==> src/rtl/shift_pkg.sv <==
`default_nettype none
// +----------------------------------------------------------------------+
// | Module  : shift_pkg                                                  |
// | Purpose : Shared definitions for the parallel-in / serial-out        |
// |           transmit register: FSM state encoding and the bit-counter  |
// |           width helper.                                              |
// | Ports   : none (package)                                             |
// | Rev     : 1.0  initial release                                       |
// +----------------------------------------------------------------------+
package shift_pkg;

  // Two-state transmit FSM, encoded in a single bit.
  typedef enum logic {
    ST_IDLE  = 1'b0,
    ST_SHIFT = 1'b1
  } state_t;

  // Width of a counter that must hold 0..n-1. Never returns less than one
  // bit so a degenerate width cannot produce a zero-width vector.
  function automatic int cnt_width(input int n);
    return (n > 2) ? $clog2(n) : 1;
  endfunction

endpackage
`default_nettype wire

==> src/rtl/mod_n_counter.sv <==
`default_nettype none
// +----------------------------------------------------------------------+
// | Module  : mod_n_counter                                              |
// | Purpose : Modulo-N up counter with enable and synchronous clear.     |
// |           Tracks the position of the bit currently on the serial     |
// |           line inside the word.                                      |
// | Ports   : clk    - rising-edge clock                                 |
// |           rst_n  - asynchronous active-low reset (count -> 0)        |
// |           clr    - synchronous clear, dominates enable               |
// |           en     - advance by one (wraps N-1 -> 0)                   |
// |           count  - current count, 0..N-1                             |
// |           tc     - terminal count flag, high when count == N-1       |
// | Rev     : 1.0  initial release                                       |
// +----------------------------------------------------------------------+
module mod_n_counter
  import shift_pkg::*;
#(
  parameter int N = 4
) (
  input  logic                    clk,
  input  logic                    rst_n,
  input  logic                    clr,
  input  logic                    en,
  output logic [cnt_width(N)-1:0] count,
  output logic                    tc
);

  localparam int W = cnt_width(N);
  localparam logic [W-1:0] c_max  = W'(N - 1);
  localparam logic [W-1:0] c_one  = W'(1);
  localparam logic [W-1:0] c_zero = '0;

  logic [W-1:0] r_count;

  always_ff @(posedge clk or negedge rst_n) begin
    if (!rst_n) begin
      r_count <= c_zero;
    end else if (clr) begin
      r_count <= c_zero;
    end else if (en) begin
      // Explicit wrap keeps the count inside 0..N-1 for non-power-of-2 N.
      r_count <= (r_count == c_max) ? c_zero : (r_count + c_one);
    end
  end

  assign count = r_count;
  assign tc    = (r_count == c_max);

endmodule
`default_nettype wire

==> src/rtl/piso_shift_register.sv <==
`default_nettype none
// +----------------------------------------------------------------------+
// | Module  : piso_shift_register                                        |
// | Purpose : Parallel-in, serial-out transmit register. Accepts an      |
// |           N-bit word over a valid/ready handshake and emits it one   |
// |           bit per enabled clock, with stall support and gap-free     |
// |           back-to-back words.                                        |
// | Ports   : clk        - rising-edge clock                             |
// |           rst_n      - asynchronous active-low reset                 |
// |           din        - parallel word, sampled on an accepted load    |
// |           load_valid - din holds a word to send                      |
// |           load_ready - a word can be accepted this cycle             |
// |           shift_en   - downstream consumes the current bit           |
// |           sout       - current serial bit                            |
// |           sout_valid - sout carries a valid bit                      |
// |           last       - current bit is the final bit of the word      |
// |           done       - one-cycle pulse after the final bit is        |
// |                        consumed with no new word following           |
// | Rev     : 1.0  initial release                                       |
// +----------------------------------------------------------------------+
module piso_shift_register
  import shift_pkg::*;
#(
  parameter int N         = 4,
  parameter bit MSB_FIRST = 1'b1
) (
  input  logic         clk,
  input  logic         rst_n,
  input  logic [N-1:0] din,
  input  logic         load_valid,
  output logic         load_ready,
  input  logic         shift_en,
  output logic         sout,
  output logic         sout_valid,
  output logic         last,
  output logic         done
);

  localparam int CW = cnt_width(N);
  localparam logic [CW-1:0] c_cnt_max = CW'(N - 1);

  state_t        r_state;
  logic [N-1:0]  r_shreg;
  logic          r_done;

  logic [N-1:0]  w_shifted;
  logic          w_out_bit;
  logic [CW-1:0] w_count;
  logic          w_tc;
  logic          w_in_shift;
  logic          w_word_end;
  logic          w_accept;
  logic          w_cnt_clr;
  logic          w_cnt_en;

  // ------------------------------------------------------------------
  // Bit ordering: the output end of the register and the shift
  // direction both depend on MSB_FIRST. Vacated bits are zero-filled.
  // ------------------------------------------------------------------
  generate
    if (MSB_FIRST) begin : g_msb_first
      assign w_out_bit = r_shreg[N-1];
      assign w_shifted = {r_shreg[N-2:0], 1'b0};
    end else begin : g_lsb_first
      assign w_out_bit = r_shreg[0];
      assign w_shifted = {1'b0, r_shreg[N-1:1]};
    end
  endgenerate

  // ------------------------------------------------------------------
  // Handshake
  // ------------------------------------------------------------------
  assign w_in_shift = (r_state == ST_SHIFT);

  // The final bit is being consumed this cycle: the register frees up,
  // so a new word may be taken on the same edge without a bubble.
  assign w_word_end = w_in_shift && w_tc && shift_en;

  assign load_ready = (r_state == ST_IDLE) || w_word_end;
  assign w_accept   = load_valid && load_ready;

  // Clearing at every word end (not only on reload) leaves the counter
  // at zero in IDLE, so last cannot be left asserted after a word.
  assign w_cnt_clr = w_accept || w_word_end;
  assign w_cnt_en  = w_in_shift && shift_en && (w_count != c_cnt_max);

  mod_n_counter #(
    .N (N)
  ) u_bit_cnt (
    .clk   (clk),
    .rst_n (rst_n),
    .clr   (w_cnt_clr),
    .en    (w_cnt_en),
    .count (w_count),
    .tc    (w_tc)
  );

  // ------------------------------------------------------------------
  // FSM and shift register
  // ------------------------------------------------------------------
  always_ff @(posedge clk or negedge rst_n) begin
    if (!rst_n) begin
      r_state <= ST_IDLE;
      r_shreg <= '0;
      r_done  <= 1'b0;
    end else begin
      r_done <= 1'b0;
      case (r_state)
        ST_IDLE: begin
          // shift_en is deliberately ignored here.
          if (load_valid) begin
            r_shreg <= din;
            r_state <= ST_SHIFT;
          end
        end
        ST_SHIFT: begin
          if (shift_en) begin
            if (w_tc) begin
              if (load_valid) begin
                // Back-to-back reload: stay in SHIFT, no done pulse.
                r_shreg <= din;
              end else begin
                r_shreg <= '0;
                r_state <= ST_IDLE;
                r_done  <= 1'b1;
              end
            end else begin
              r_shreg <= w_shifted;
            end
          end
          // shift_en low: everything holds (stall of any length).
        end
        default: begin
          r_state <= ST_IDLE;
        end
      endcase
    end
  end

  // ------------------------------------------------------------------
  // Outputs: decoded from registered state only, never from inputs.
  // ------------------------------------------------------------------
  assign sout_valid = w_in_shift;
  assign sout       = w_in_shift && w_out_bit;
  assign last       = w_in_shift && w_tc;
  assign done       = r_done;

endmodule
`default_nettype wire

==> config.mk <==
export PLATFORM = sky130hd
export DESIGN_NAME = piso_shift_register
export DESIGN_NICKNAME = d
export VERILOG_FILES = /design/src/rtl/shift_pkg.sv /design/src/rtl/mod_n_counter.sv /design/src/rtl/piso_shift_register.sv
export SDC_FILE = /design/constraint.sdc
export NUM_CORES = 1
export LEC_CHECK = 0
export BUFFER_PORTS_ARGS = -buffer_cell sky130_fd_sc_hd__buf_4
export CORE_AREA = 4 4 41 43
export DETAILED_ROUTE_END_ITERATION = 12
export DIE_AREA = 0 0 45 47
export PLACE_DENSITY_LB_ADDON = 0.25
export REMOVE_ABC_BUFFERS = 1
export SYNTH_ARGS = -nofsm -noshare
export SYNTH_HDL_FRONTEND = slang
export SYNTH_SLANG_ARGS = --single-unit
==> constraint.sdc <==
create_clock -name clk -period 1.27 [get_ports clk]
set_input_delay 0.381 -clock clk [delete_from_list [all_inputs] [get_ports clk]]
set_output_delay 0.381 -clock clk [all_outputs]
set_load 0.01 [all_outputs]
* After elaboration in Yosys (flattened, before gate mapping) *
Index checks and enable logic that the tools add are counted.

cells by class
  add/subtract/negate cells = 1
  bitwise logic cells = 1
  eq/ne operators = 4
  mux-type cells = 16
  reductions and logical operators = 10

operators by type and width
  kind                                                           number
  4-bit 2-to-1 mux                                               4
  4-bit case mux with 2 select lines                             1
  1-bit 2-to-1 mux                                               7
  1-bit logical AND                                              6
  2-bit 2-to-1 mux                                               3
  2-bit != test, second input constant                           3
  2-bit by 1-bit adder with 2-bit output, second input constant  1
  2-bit == test, second input constant                           1
  1-bit logical OR                                               2
  1-bit case mux with 2 select lines                             1
  2-bit AND reduction                                            1
  2-bit nonzero test                                             1
  1-bit inverter                                                 1

word-level totals
  input bits = 8
  register bits = 8
  word-level logic and storage cells = 36

* Logic depth before layout (Yosys ltp) *
  word-level depth = 7
  depth in mapped cells = 4

* Hierarchy *
Synthesis repeated with hierarchy kept, for this count alone.

second synthesis, totals
  cell total of the unflattened synthesis = 34
  area, all modules = 420.4 sq um

modules (own cells, without submodules)
  module               area an instance (sq um)  cells an instance  instances
  piso_shift_register  320.3                     26                 1
  mod_n_counter        100.1                     8                  1

* Worst setup path before layout *
OpenSTA, ideal clock, no wires.

  path kind = flip-flop to output port
  from = reg u_bit_cnt.r_count[0] (netlist: u_bit_cnt.count[0])
  to = out load_ready
  slack = -9 ps
  path buffers = 0
  arrival = 898 ps
  required time = 889 ps
  cell stages (with the launch flop) = 3
  cell sequence = dfrtp_1 -> ha_1 -> a21bo_4

between the ends
  cells in the longest elaborated chain, start to end = 4

RTL lines
  element                          RTL line                   RTL
  start: declaration               mod_n_counter.sv:33        logic [W-1:0] r_count;
  start signal: assignment         mod_n_counter.sv:37        r_count <= c_zero;
  start signal: assignment         mod_n_counter.sv:39        r_count <= c_zero;
  start signal: assignment         mod_n_counter.sv:42        r_count <= (r_count == c_max) ? c_zero : (r_count + c_one);
  2-bit == test                    mod_n_counter.sv:47        assign tc = (r_count == c_max);
  1-bit logical AND (2 in series)  piso_shift_register.sv:77  assign w_word_end = w_in_shift && w_tc && shift_en;
  1-bit logical OR                 piso_shift_register.sv:79  assign load_ready = (r_state == ST_IDLE) || w_word_end;
  end: declaration                 piso_shift_register.sv:31  output logic load_ready,

No other way between the ends.

* Worst setup path after layout *
  from = reg u_bit_cnt.r_count[1] (netlist: u_bit_cnt.count[1])
  to = out load_ready

Same word-level chain as after synthesis.

==> results.cfg <==
[detailed_routing]
drc = 0
firstDrtPassIters = 2
final_antenna_net_count = 0
vias_per_cell = 5.09
vias = 443
wl_mm = 1.25
wire_per_inst_um = 14.4
drt-initial-drc-count = 3

[logic_synthesis]
ys_seq_elements = 8
synth_area_um2 = 485
synthCells = 46
avgSynthCellArea_um2 = 10.6
synth.distinct_cells = 24
ys.warnings.count = 0
ys_seq_area_share_pct = 41.2

[final_layout]
seq_area_um2 = 201
synthToLayoutAreaGrowth_pct = 53.9
final_common_cell = buf_4
num_antenna_cells = 0
fillerInstances = 121
final_cell_mix = 18 x buf_4, 7 x dfrtp_1, 7 x buf_6
fin_cells = 87
multiInputGateArea_um2 = 273
drive_above_1_share_pct = 55.6
finalNetCount = 83

[power]
p_per_area_nw_per_um2 = 1840
leakage_nw = 0.366
ir_drop_v = 0.000947

[global_route]
grt_usage_pct = 13.8
antenna_found_initial = 0
grt_pass1_wl_mm = 2.01
gr-total-overflow = 0
grt_max_degree = 10
grt_pass1_vias = 442

[timing]
slew_headroom_pct = 83.3
slew_viol_final = 0
finalHoldViolCount = 0
fin_skew_ps = 2.89
setup_viol = 11
fin_crit_ps = 1560
timing.fmax_mhz = 641
worst_pin_slew_ps = 249
finalSetupTns_ps = -1480
rsz0062_at_grt = true
final.period_utilization_pct = 123
setup_ws_ps = -289

[run_status]
violations = negative setup slack
outcome = complete, but fails checks

[critical_path]
critPathLaunchType = register
slowest_delay_ps = 410
r2r-end = r_shreg[3]$_DFFE_PN0P_
endpoint_kind = output pin
worst-endpoint-required_ps = 890
cp_num_cells = 3
worstSetupPathType = reg2out
cp-endpoint = load_ready
reg2reg_depth = 7
reg2reg_from = u_bit_cnt.count[1]$_DFFE_PN0P_
r2r_setup_slack_ps = -210
crit_path_max_fanout = 3
critPathLaunch = u_bit_cnt.count[1]$_DFFE_PN0P_
worst-path-buf-inv = 1
worstPathCellList = ha_4, a21bo_4, buf_6
path_delay_family = flip-flops
slowest_stage = dfrtp_1
worst-endpoint-arrival_ps = 1180

[placement]
numPortBuffers = 12
dp_hpwl_um = 817
globalplace.congestion = 0.754
post-place-ws_ps = -111
dp.cells = 77

[die]
die_y_um = 47
die_area_um2 = 2120
coreArea_um2 = 1300
io_pins = 13
start_util_pct = 37.3
num_rows = 13
floorplan.die.width_um = 45

[job]
maxCapViolCount = 0

[clocking]
numCtsBuffers = 3
insertion_delay_ps = 260
cts_buffer_depth = 2
h-tree-depth = 1
clock-root-buffer = clkbuf_4
clk_pin_slew_ps = 50
cts_tree = done
clock_sinks = 8

[worst_hold_path]
min_path_type = in2reg
-- logic make-up after synthesis --
kind of cell | share of synthesized area, %
adder cells (fa/ha/maj) | 2.58
multiplexers | 2.06
AO/OA/AOI/OAI | 21.9
buffers and inverters | 9.54
AND/OR/NAND/NOR | 22.7
flip-flops | 41.2
-- repair_timing --
action                                  CTS  global route
gates cloned                              0             0
setup buffers                             6             0
hold buffers                              1             0
gates resized for setup                  14             4
hold endpoints to repair                  8             0
pin swaps                                 8             3
endpoints found under the setup margin    8            11
-- Yosys cell counts --
library cell,instances,area share [%]
dfrtp_1,8,41
nor2_1,4,3.1
o21ai_0,4,4.1
nand2_1,3,2.3
a22o_1,2,3.6
and2_1,2,2.6
and2b_2,2,3.6
inv_1,2,1.5
nor3b_1,2,3.1
o21a_1,2,3.1
o221a_1,2,4.6
a21bo_4,1,3.4
a32oi_1,1,1.8
and3b_2,1,2.1
buf_12,1,4.1
buf_4,1,1.5
buf_6,1,2.3
ha_1,1,2.6
mux2i_1,1,2.1
nand2b_1,1,1.3
nand3_1,1,1.0
nand3_2,1,2.1
o22ai_1,1,1.3
or2b_1,1,1.5
-- metal layers --
metal	vias up	wire [um]	global-route usage [%]
li1	215	-	-
met1	213	524	15.4
met2	15	636	22.9
met3	0	93	7.66
met4	0	0	3.51
met5	-	0	0
-- worst reg2reg max path, cell delays in order, from the launching register on --
cell	delay [ps]
dfrtp_1	410
ha_4	180
a21bo_4	220
buf_4	130
buf_6	110
buf_4	130
nand2_2	60
o221a_1	180
-- power breakdown --
part | leakage [nW] | internal, W | switching [W]
sequential | 0.0969 | 0.000344 | 0.0000877
combinational | 0.255 | 0.000461 | 0.000282
clock | 0.0138 | 0.000109 | 0.0000919
-- stage by stage --
step	hold WS (ps)	instance area (um^2)	power [W]	util [%]
CTS	337	734	0.00135	56.4
detailed placement	210	608	0.000938	46.7
global placement	207	608	0.000920	46.7
finish	350	747	0.00137	57.4
global route	333	747	0.00147	57.4
floorplan	85.4	447	0.000701	-
-- registers in the layout, indices dropped and copies added (netlist names) --
register / cells
done: 1
r_shreg: 4
sout_valid: 1
u_bit_cnt.count: 2
-- area by class of cell --
class,instances,area share [%]
Inverter,2,1.01
Tap cell,15,2.51
Multi-Input combinational cell,33,36.5
Clock buffer,3,3.02
Timing Repair Buffer,26,30.0
Sequential cell,8,27.0
-- worst min-delay path by stage --
stage / startpoint / to / slack [ps] / depth (start not counted)
final: load_valid / done$_DFF_PN0_ / 350 / 2
after global routing: load_valid / done$_DFF_PN0_ / 330 / 2
after CTS: load_valid / done$_DFF_PN0_ / 340 / 2
after detailed placement: rst_n / done$_DFF_PN0_ / 210 / 1
after global placement: rst_n / r_shreg[3]$_DFFE_PN0P_ / 210 / 1
after floorplan: rst_n / done$_DFF_PN0_ / 90 / 0
(Power assumes the default switching activity.)
